`src/rtl/imem_loader_pkg.sv`:
```
// Shared definitions for the instruction-memory loader.
//   - state encoding for the frame parser FSM
//   - default frame sync marker
//   - width of the LEN (word count) field
package imem_loader_pkg;

  localparam int LEN_WIDTH = 16;

  localparam logic [7:0] SYNC_BYTE_DEFAULT = 8'hA5;

  typedef logic [2:0] state_t;

  localparam logic [2:0] ST_IDLE = 3'd0;
  localparam logic [2:0] ST_LEN0 = 3'd1;
  localparam logic [2:0] ST_LEN1 = 3'd2;
  localparam logic [2:0] ST_DATA = 3'd3;
  localparam logic [2:0] ST_CSUM = 3'd4;
  localparam logic [2:0] ST_DONE = 3'd5;
  localparam logic [2:0] ST_ERR  = 3'd6;

  // True while a frame is being received (after the sync byte, before the verdict).
  function automatic logic is_busy_state(input logic [2:0] st);
    return (st == ST_LEN0) || (st == ST_LEN1) || (st == ST_DATA) || (st == ST_CSUM);
  endfunction

endpackage

```
`src/rtl/imem_loader_byte_word_assembler.sv`:
```
// Little-endian byte-to-word assembler, shared by the data and checksum phases.
// Ports:
//   clk, rst    - clock and synchronous active-high reset
//   clear       - synchronous restart of the byte counter and shift register
//   byte_in     - incoming byte, byte_valid qualifies it
//   word        - assembled word including the byte currently presented
//   word_valid  - high in the cycle the 4th byte of a word is presented
module byte_word_assembler (
  input  logic        clk,
  input  logic        rst,
  input  logic        clear,
  input  logic [7:0]  byte_in,
  input  logic        byte_valid,
  output logic [31:0] word,
  output logic        word_valid
);

  logic [1:0]  cnt_r;
  logic [31:0] shift_r;

  // New bytes enter at the top and shift down, so after four bytes byte k
  // sits at bits 8k+7:8k.
  assign word       = {byte_in, shift_r[31:8]};
  assign word_valid = byte_valid && (cnt_r == 2'd3);

  // Byte counter and shift register.
  always_ff @(posedge clk) begin
    if (rst) begin
      cnt_r   <= 2'd0;
      shift_r <= 32'd0;
    end else if (clear) begin
      cnt_r   <= 2'd0;
      shift_r <= 32'd0;
    end else if (byte_valid) begin
      cnt_r   <= cnt_r + 2'd1;
      shift_r <= word;
    end
  end

endmodule

```
`src/rtl/imem_loader.sv`:
```
// Instruction-memory loader: parses a framed byte stream
// (SYNC, LEN_LO, LEN_HI, LEN little-endian words, 32-bit checksum) and writes
// the words into the IROM write port, holding the CPU in reset until the
// checksum has been verified.
// Ports:
//   clk, rst                   - clock, synchronous active-high reset
//   s_data, s_valid, s_ready   - byte stream (transfer on s_valid && s_ready)
//   start                      - re-arm pulse, honoured only in DONE/ERR
//   mem_we, mem_addr, mem_wdata- IROM write port (one-cycle strobe)
//   cpu_rst_n                  - CPU reset, released only after a verified load
//   busy, done, err            - loader status
module imem_loader
  import imem_loader_pkg::*;
#(
  parameter int         ADDR_WIDTH = 14,
  parameter logic [7:0] SYNC_BYTE  = SYNC_BYTE_DEFAULT
) (
  input  logic                  clk,
  input  logic                  rst,
  input  logic [7:0]            s_data,
  input  logic                  s_valid,
  output logic                  s_ready,
  input  logic                  start,
  output logic                  mem_we,
  output logic [ADDR_WIDTH-1:0] mem_addr,
  output logic [31:0]           mem_wdata,
  output logic                  cpu_rst_n,
  output logic                  busy,
  output logic                  done,
  output logic                  err
);

  // One extra bit so a full-depth load counts to 2**ADDR_WIDTH without wrapping.
  localparam int CNT_W = ADDR_WIDTH + 1;

  state_t                 state_r;
  state_t                 state_next_s;
  logic [CNT_W-1:0]       word_idx_r;
  logic [LEN_WIDTH-1:0]   len_r;
  logic [7:0]             len_lo_r;
  logic [31:0]            csum_r;

  logic                   xfer_s;
  logic                   rearm_s;
  logic [LEN_WIDTH-1:0]   len_full_s;
  logic                   oversize_s;
  logic                   last_word_s;
  logic                   asm_valid_s;
  logic                   asm_clear_s;
  logic [31:0]            asm_word_s;
  logic                   asm_word_valid_s;

  assign xfer_s      = s_valid && s_ready;
  assign rearm_s     = ((state_r == ST_DONE) || (state_r == ST_ERR)) && start;
  assign len_full_s  = {s_data, len_lo_r};
  assign oversize_s  = 32'(len_full_s) > (32'd1 << ADDR_WIDTH);
  assign last_word_s = (32'(word_idx_r) + 32'd1) == 32'(len_r);
  assign asm_valid_s = xfer_s && ((state_r == ST_DATA) || (state_r == ST_CSUM));
  assign asm_clear_s = rearm_s || ((state_r == ST_IDLE) && xfer_s);

  byte_word_assembler u_asm (
    .clk        (clk),
    .rst        (rst),
    .clear      (asm_clear_s),
    .byte_in    (s_data),
    .byte_valid (asm_valid_s),
    .word       (asm_word_s),
    .word_valid (asm_word_valid_s)
  );

  // Next-state logic of the frame parser.
  always_comb begin
    state_next_s = state_r;
    case (state_r)
      ST_IDLE: begin
        if (xfer_s && (s_data == SYNC_BYTE)) state_next_s = ST_LEN0;
        else                                 state_next_s = ST_IDLE;
      end
      ST_LEN0: begin
        if (xfer_s) state_next_s = ST_LEN1;
        else        state_next_s = ST_LEN0;
      end
      ST_LEN1: begin
        if (!xfer_s)                          state_next_s = ST_LEN1;
        else if (oversize_s)                  state_next_s = ST_ERR;
        else if (len_full_s == 16'd0)         state_next_s = ST_CSUM;
        else                                  state_next_s = ST_DATA;
      end
      ST_DATA: begin
        if (asm_word_valid_s && last_word_s) state_next_s = ST_CSUM;
        else                                 state_next_s = ST_DATA;
      end
      ST_CSUM: begin
        if (!asm_word_valid_s)               state_next_s = ST_CSUM;
        else if (asm_word_s == csum_r)       state_next_s = ST_DONE;
        else                                 state_next_s = ST_ERR;
      end
      ST_DONE, ST_ERR: begin
        if (start) state_next_s = ST_IDLE;
        else       state_next_s = state_r;
      end
      default: state_next_s = ST_IDLE;
    endcase
  end

  // State, counters, write port and status outputs. Status is registered from
  // the next state so it changes in the same cycle the state does.
  always_ff @(posedge clk) begin
    if (rst) begin
      state_r    <= ST_IDLE;
      word_idx_r <= '0;
      len_r      <= '0;
      len_lo_r   <= 8'd0;
      csum_r     <= 32'd0;
      s_ready    <= 1'b1;
      mem_we     <= 1'b0;
      mem_addr   <= '0;
      mem_wdata  <= 32'd0;
      cpu_rst_n  <= 1'b0;
      busy       <= 1'b0;
      done       <= 1'b0;
      err        <= 1'b0;
    end else begin
      state_r   <= state_next_s;
      s_ready   <= !((state_next_s == ST_DONE) || (state_next_s == ST_ERR));
      busy      <= is_busy_state(state_next_s);
      done      <= (state_next_s == ST_DONE);
      err       <= (state_next_s == ST_ERR);
      cpu_rst_n <= (state_next_s == ST_DONE);
      mem_we    <= (state_r == ST_DATA) && asm_word_valid_s;

      if (rearm_s || ((state_r == ST_IDLE) && (state_next_s == ST_LEN0))) begin
        word_idx_r <= '0;
        csum_r     <= 32'd0;
        len_r      <= '0;
        mem_addr   <= '0;
        mem_wdata  <= 32'd0;
      end else if ((state_r == ST_DATA) && asm_word_valid_s) begin
        mem_addr   <= word_idx_r[ADDR_WIDTH-1:0];
        mem_wdata  <= asm_word_s;
        word_idx_r <= word_idx_r + {{(CNT_W-1){1'b0}}, 1'b1};
        csum_r     <= csum_r + asm_word_s;
      end else if ((state_r == ST_LEN1) && xfer_s) begin
        len_r <= len_full_s;
      end else begin
        len_r <= len_r;
      end

      if ((state_r == ST_LEN0) && xfer_s) len_lo_r <= s_data;
      else                                len_lo_r <= len_lo_r;
    end
  end

endmodule

```
`config.mk`:
```
export PLATFORM = sky130hd
export DESIGN_NAME = imem_loader
export DESIGN_NICKNAME = d
export VERILOG_FILES = /design/src/rtl/imem_loader_pkg.sv /design/src/rtl/imem_loader_byte_word_assembler.sv /design/src/rtl/imem_loader.sv
export SDC_FILE = /design/constraint.sdc
export NUM_CORES = 1
export LEC_CHECK = 0
export CAP_MARGIN = 20
export CORE_UTILIZATION = 55
export CTS_CLUSTER_DIAMETER = 100
export CTS_CLUSTER_SIZE = 25
export DETAILED_ROUTE_END_ITERATION = 10
export PLACE_DENSITY = 0.75
export SYNTH_ARGS = -nofsm -noshare
export SYNTH_HDL_FRONTEND = slang
export SYNTH_HIERARCHICAL = 1
export SYNTH_SLANG_ARGS = --single-unit
```
`constraint.sdc`:
```
create_clock -name clk -period 3.25 [get_ports clk]
set_clock_uncertainty 0.15 [all_clocks]
set_input_delay 0.8125 -clock clk [delete_from_list [all_inputs] [get_ports clk]]
set_output_delay 0.8125 -clock clk [all_outputs]
set_load 0.02 [all_outputs]
```
==> flow_summary.toml, run 1 <==
[outcome]
status = "complete, no violations"

[timing]
slew_violations = 0
fin_crit_ns = 3.115
hold_violations = 0
rsz0062_at_grt = "false"
fmax_mhz = 321.0
period_share = 0.9585
worst_slew_pin_slew_ns = 0.7343
finalSetupViolations = 0
slew_headroom = 0.5071

[layout]
final_core_util = 0.6760
layout.nets = 1084
diodes = 0
fillers = 1172
synthToLayoutAreaGrowth_pct = 20.33
fin_cells = 1231
drive_gt1_frac = 0.09610

[floorplanning]
die_area_sq_um = 14660
initial_core_util = 0.5617
rows = 43
die_x_microns = 121.1
io_pins = 64
core_area_sq_um = 13880
dieHeight_microns = 121.1

[critical_path]
cp-end-kind = "flip-flop"
cp.arrival_ns = 3.31
cp_max_fo = 4
required_ns = 3.45
slowest_delay_ns = 0.60
critPathSlowestCell = "clkdlybuf4s50_1"
timing.critical_path.buf_inv = 1
crit_type = "primary input to flip-flop"
start_kind = "primary input"
crit_top_cell = "nor4_1"
path_cells = "clkdlybuf4s50_1 > ha_1 > nor4_1 > nand4_1 > nor4_1 > a311oi_1 > nor2b_1 > a31oi_1"
crit_family = "simple AND/OR/NAND/NOR gates"

[placement]
place_inst = 1199
dp_hpwl_microns = 13540
gp_congestion = 0.9348
port_buffers = 63

[drt]
drc_errors = 0
drt_first_iter_violations = 542
wire_per_inst_microns = 15.73
drtPass1Iterations = 5
viasPerCell = 5.730
vias = 7054
ant_nets = 0
drt-total-wl_microns = 19360

[global_route]
first_global_vias = 6551
antenna_found_initial = 0
grt_overflow = 0
grt_usage = 0.2755
grt_pass1_wl_microns = 31910
grt_max_degree = 56

[cts]
numClockSinks = 151
cts_tree = "built"
clockBufferDepth = 2
clkTransAtPathRegs_ns = 0.06
clk_latency_ns = 0.42
cts_buffers = 17
hold_buffers = 0
h-tree-depth = 4
root_buffer = "clkbuf_16"

[power]
vdd_drop_max_mv = 0.3525
swShare = 0.2228
powerDensity_nw_per_um2 = 420.5
power_frac_clock = 0.498
p_int_mw = 3.067
switchingPower_uw = 879.0
leakage_nw = 3.432
p_comb_frac = 0.033
power_frac_seq = 0.469

[min_path]
hold_path_class = "flip-flop to flip-flop"

[synthesis]
synth_area_sq_um = 7797
syn_nets = 1019
ys_ff_latch = 151
ys_async_sr_fraction = 0
synth-edff-count = 0
yosysSeqAreaShare = 0.3877
ys.flop_type = "dfxtp_1"
synth_warnings = 6
synth_cell_types = 62
syn_area_per_cell_sq_um = 8.014
syn_inst = 973

[job]
cap_violations = 0
==> path summary, 6_finish.rpt <==
kind / startpoint / to / depth (start not counted) / slack [ns]
max reg2reg: u_asm/shift_r[8] / csum_r[26] / 12 / 0.21
max: s_data[3] / busy / 8 / 0.13
min: mem_addr[9] / mem_addr[9] / 2 / 0.30
min reg2reg: mem_addr[9] / mem_addr[9] / 2 / 0.30
==> cell type report <==
type | instances | area [sq um] | area share
flip-flops and latches | 151 | 3023 | 0.3222
clock inverters | 12 | 141.4 | 0.01507
repair buffers | 122 | 1149 | 0.1224
inverters | 11 | 41.29 | 0.004401
multi-input cells | 735 | 4357 | 0.4643
clock buffers | 20 | 446.7 | 0.04761
well taps | 180 | 225.2 | 0.02400
==> flip-flops by register name, summed over array words and instances, names as in the netlist <==
name	flops
done	1
mem_we	1
csum_r	32
u_asm/cnt_r	2
mem_wdata	32
err	1
mem_addr	14
len_lo_r	8
len_r	16
u_asm/shift_r	24
state_r	3
busy	1
word_idx_r	15
s_ready	1
==> Yosys cell counts, types with 7 or more instances <==
cell / n / area [sq um]
nand2_1: 194 / 728.2
mux2i_1: 34 / 340.3
buf_4: 10 / 75.07
inv_1: 11 / 41.29
nand4_1: 10 / 62.56
buf_2: 13 / 65.06
dfxtp_1: 151 / 3023
ha_1: 33 / 412.9
nor2_1: 92 / 345.3
a21o_1: 18 / 135.1
xnor2_1: 41 / 359.1
nor4_1: 14 / 87.58
nand3_1: 24 / 120.1
a31oi_1: 9 / 56.30
o21ai_0: 17 / 85.08
xor2_1: 20 / 175.2
nor3_1: 12 / 60.06
o21ai_1: 7 / 35.03
clkbuf_1: 45 / 168.9
a21oi_1: 120 / 600.6
a211oi_1: 8 / 60.06
nand2b_1: 7 / 43.79
==> worst min-delay path, cell delays in order (launching register included) <==
cell and delay (ns):
dfxtp_1 0.30, nand2_1 0.05, a21oi_1 0.05
==> cells by family after synthesis <==
| logic type | synth area share |
|---|---|
| AND/OR/NAND/NOR | 0.2248 |
| multiplexers | 0.04365 |
| XOR/XNOR | 0.06852 |
| AO/OA/AOI/OAI | 0.1642 |
| adder cells (fa/ha/maj) | 0.05552 |
| buffers and inverters | 0.05568 |
| flip-flops | 0.3877 |
==> power by group through the flow <==
| stage | Sequential (mW) | Clock (mW) | Combinational (mW) |
|---|---|---|---|
| detailed placement | 1.89 | 0 | 0.129 |
| CTS | 1.85 | 1.99 | 0.130 |
| global placement | 1.89 | 0 | 0.129 |
| global route | 1.85 | 2.07 | 0.140 |
| floorplan | 1.89 | 0 | 0.0684 |
| finish | 1.85 | 1.96 | 0.132 |
==> through the flow <==
stage	area, sq um	total power, mW	TNS, ns	hold WS, ns	setup slack, ns
final	9383	3.945	0	0.3000	0.1350
after global routing	9383	4.065	0	0.3189	0.05969
after CTS	9375	3.971	0	0.3043	0.02767
after detailed placement	8787	2.022	-13.45	0.2961	-0.3282
after global placement	8787	2.021	-11.44	0.2917	-0.3428
after floorplan	7797	1.960	0	0.2862	0.3636
==> timing repair <==
action | CTS | global route
setup endpoints to repair | 0 | 3
resized for setup | 0 | 1
buffers inserted | 0 | 0
==> cells in the final DEF (no fill, tap or decap), types with 18 or more instances in the layout <==
| cell type | instances |
|---|---|
| xnor2_1 | 41 |
| ha_1 | 33 |
| nand2_1 | 194 |
| nand3_1 | 24 |
| nor2_1 | 91 |
| xor2_1 | 20 |
| a21oi_1 | 120 |
| dfxtp_1 | 151 |
| a21o_1 | 18 |
| mux2i_1 | 34 |
| buf_4 | 53 |
| clkdlybuf4s50_1 | 63 |
==> per-layer routing <==
layer,vias up,track usage,wire length [microns]
met5,-,0,0
met4,0,0.1103,418
met3,43,0.05451,1006
met2,225,0.4571,9109
met1,3314,0.3496,8825
li1,3472,-,-
Note: power is estimated with default switching activity, not from simulation.
==> run 2, diff against run 1 <==
CTS_BUF_LIST = sky130_fd_sc_hd__clkbuf_16   (was default)
==> flow_summary.toml, run 2 (same netlist as run 1, synthesis figures left out) <==
[outcome]
status = "complete, no violations"

[layout]
layout_commonest_cell = "nand2_1"
layout.nets = 1084
seq_area_sq_um = 3023
reg.largest.list = "csum_r x32, mem_wdata x32, u_asm/shift_r x24"
fillers = 1174
mostFrequentLayoutCells = "194 x nand2_1, 151 x dfxtp_1, 120 x a21oi_1"
synthToLayoutAreaGrowth_pct = 20.20
diodes = 0
multi_input_area_sq_um = 4357
drive_gt1_frac = 0.09515

[critical_path]
crit_type = "primary input to flip-flop"
timing.critical_path.buf_inv = 1
rr_worst_depth = 12
slowest_delay_ns = 0.61
start_kind = "primary input"
cp-end-kind = "flip-flop"
r2r_setup_slack_ns = 0.20
path_cells = "clkdlybuf4s50_1 > ha_1 > nor4_1 > nand4_1 > nor4_1 > a311oi_1 > nor2b_1 > a31oi_1"
r2r-end = "csum_r[26]"
cp_max_fo = 4
cp.arrival_ns = 3.33
crit_family = "simple AND/OR/NAND/NOR gates"
critPathLaunch = "s_data[3]"
crit_top_cell = "nor4_1"
critPathSlowestCell = "clkdlybuf4s50_1"
rr_startpoint = "u_asm/shift_r[8]"
required_ns = 3.45

[cts]
root_buffer = "clkbuf_16"
cts_buffers = 17
h-tree-depth = 4
hold_buffers = 0
postCtsSetupRepairBufs = 0
clockBufferDepth = 2
numClockSinks = 151
ctsResizeCount = 0
clk_latency_ns = 0.42
clkTransAtPathRegs_ns = 0.06
cts_tree = "built"

[drt]
drtPass1Iterations = 5
viasPerCell = 5.745
drc_errors = 0
wire_per_inst_microns = 15.82
vias = 7072
ant_nets = 0
drt_first_iter_violations = 559
drt-total-wl_microns = 19470

[min_path]
worstHoldStart = "mem_addr[9]"
hold_path_class = "flip-flop to flip-flop"
whs_path_depth = 2
whs_endpoint = "mem_addr[9]"

[timing]
slew_violations = 0
fin_ws_ns = 0.1192
tns_ns = 0
slew_headroom = 0.5142
hold_violations = 0
fin_crit_ns = 3.131
finalSetupViolations = 0
rsz0062_at_grt = "false"
fmax_mhz = 319.4
period_share = 0.9633
whs_ns = 0.3000
worst_slew_pin_slew_ns = 0.7238

[global_route]
antenna_found_initial = 0
grt_usage = 0.2752
grt_pass1_wl_microns = 31900
grt_max_degree = 56
first_global_vias = 6560
grt_overflow = 0

[floorplanning]
die_area_sq_um = 14660
rows = 43
core_area_sq_um = 13880
die_x_microns = 121.1
dieHeight_microns = 121.1
initial_core_util = 0.5617
io_pins = 64

[power]
leakage_nw = 3.435
vdd_drop_max_mv = 0.3542
powerDensity_nw_per_um2 = 418.0

[job]
cap_violations = 0

[placement]
gp_congestion = 0.9348
dp_hpwl_microns = 13540
place_ws_ns = -0.3282
port_buffers = 63
## run 2: power breakdown
part           total [mW]  internal, mW  switching, mW
clock network        1.94          1.13          0.803
logic               0.132        0.0536         0.0784
registers            1.85          1.85       0.000201
total                3.92          3.04          0.882
## run 2: worst min-delay path, delay by kind of cell, from the launching register on
family | cells | cell delay [ns]
DFF | 1 | 0.30
and+or+nand+nor | 1 | 0.05
AOI/OAI and AO/OA | 1 | 0.05
## run 2: layout make-up
class / instances / share of cell area
clock buffers: 17 / 0.04539
clock inverters: 15 / 0.01629
inverters: 11 / 0.004405
multi-input cells: 735 / 0.4648
flip-flops and latches: 151 / 0.3225
well taps: 180 / 0.02403
repair buffers: 122 / 0.1225
## run 2: per-stage QoR
stage	instance area [sq um]	instances	total power, mW	utilization
6_report	9373	1231	3.918	0.6752
4_1_cts	9365	1231	3.940	0.6747
2_1_floorplan	7797	973	1.960	-
5_1_grt	9373	1231	4.034	0.6752
3_5_place_dp	8787	1199	2.022	0.6330
3_3_place_gp	8787	1199	2.021	0.6330
## run 2: routing by layer
layer / share of wire / wire length [microns] / track usage
met1: 0.46 / 8899 / 0.3491
met2: 0.47 / 9089 / 0.4568
met3: 0.055 / 1065 / 0.05451
met4: 0.021 / 415 / 0.1103
met5: 0 / 0 / 0
## run 2: how the worst max path moves through the flow
stage | end | slack, ns | depth (start not counted)
3_5_place_dp | busy | -0.33 | 8
4_1_cts | csum_r[30] | 0.03 | 12
2_1_floorplan | csum_r[31] | 0.36 | 11
5_1_grt | csum_r[31] | 0.06 | 10
3_3_place_gp | busy | -0.34 | 10
6_report | busy | 0.12 | 8
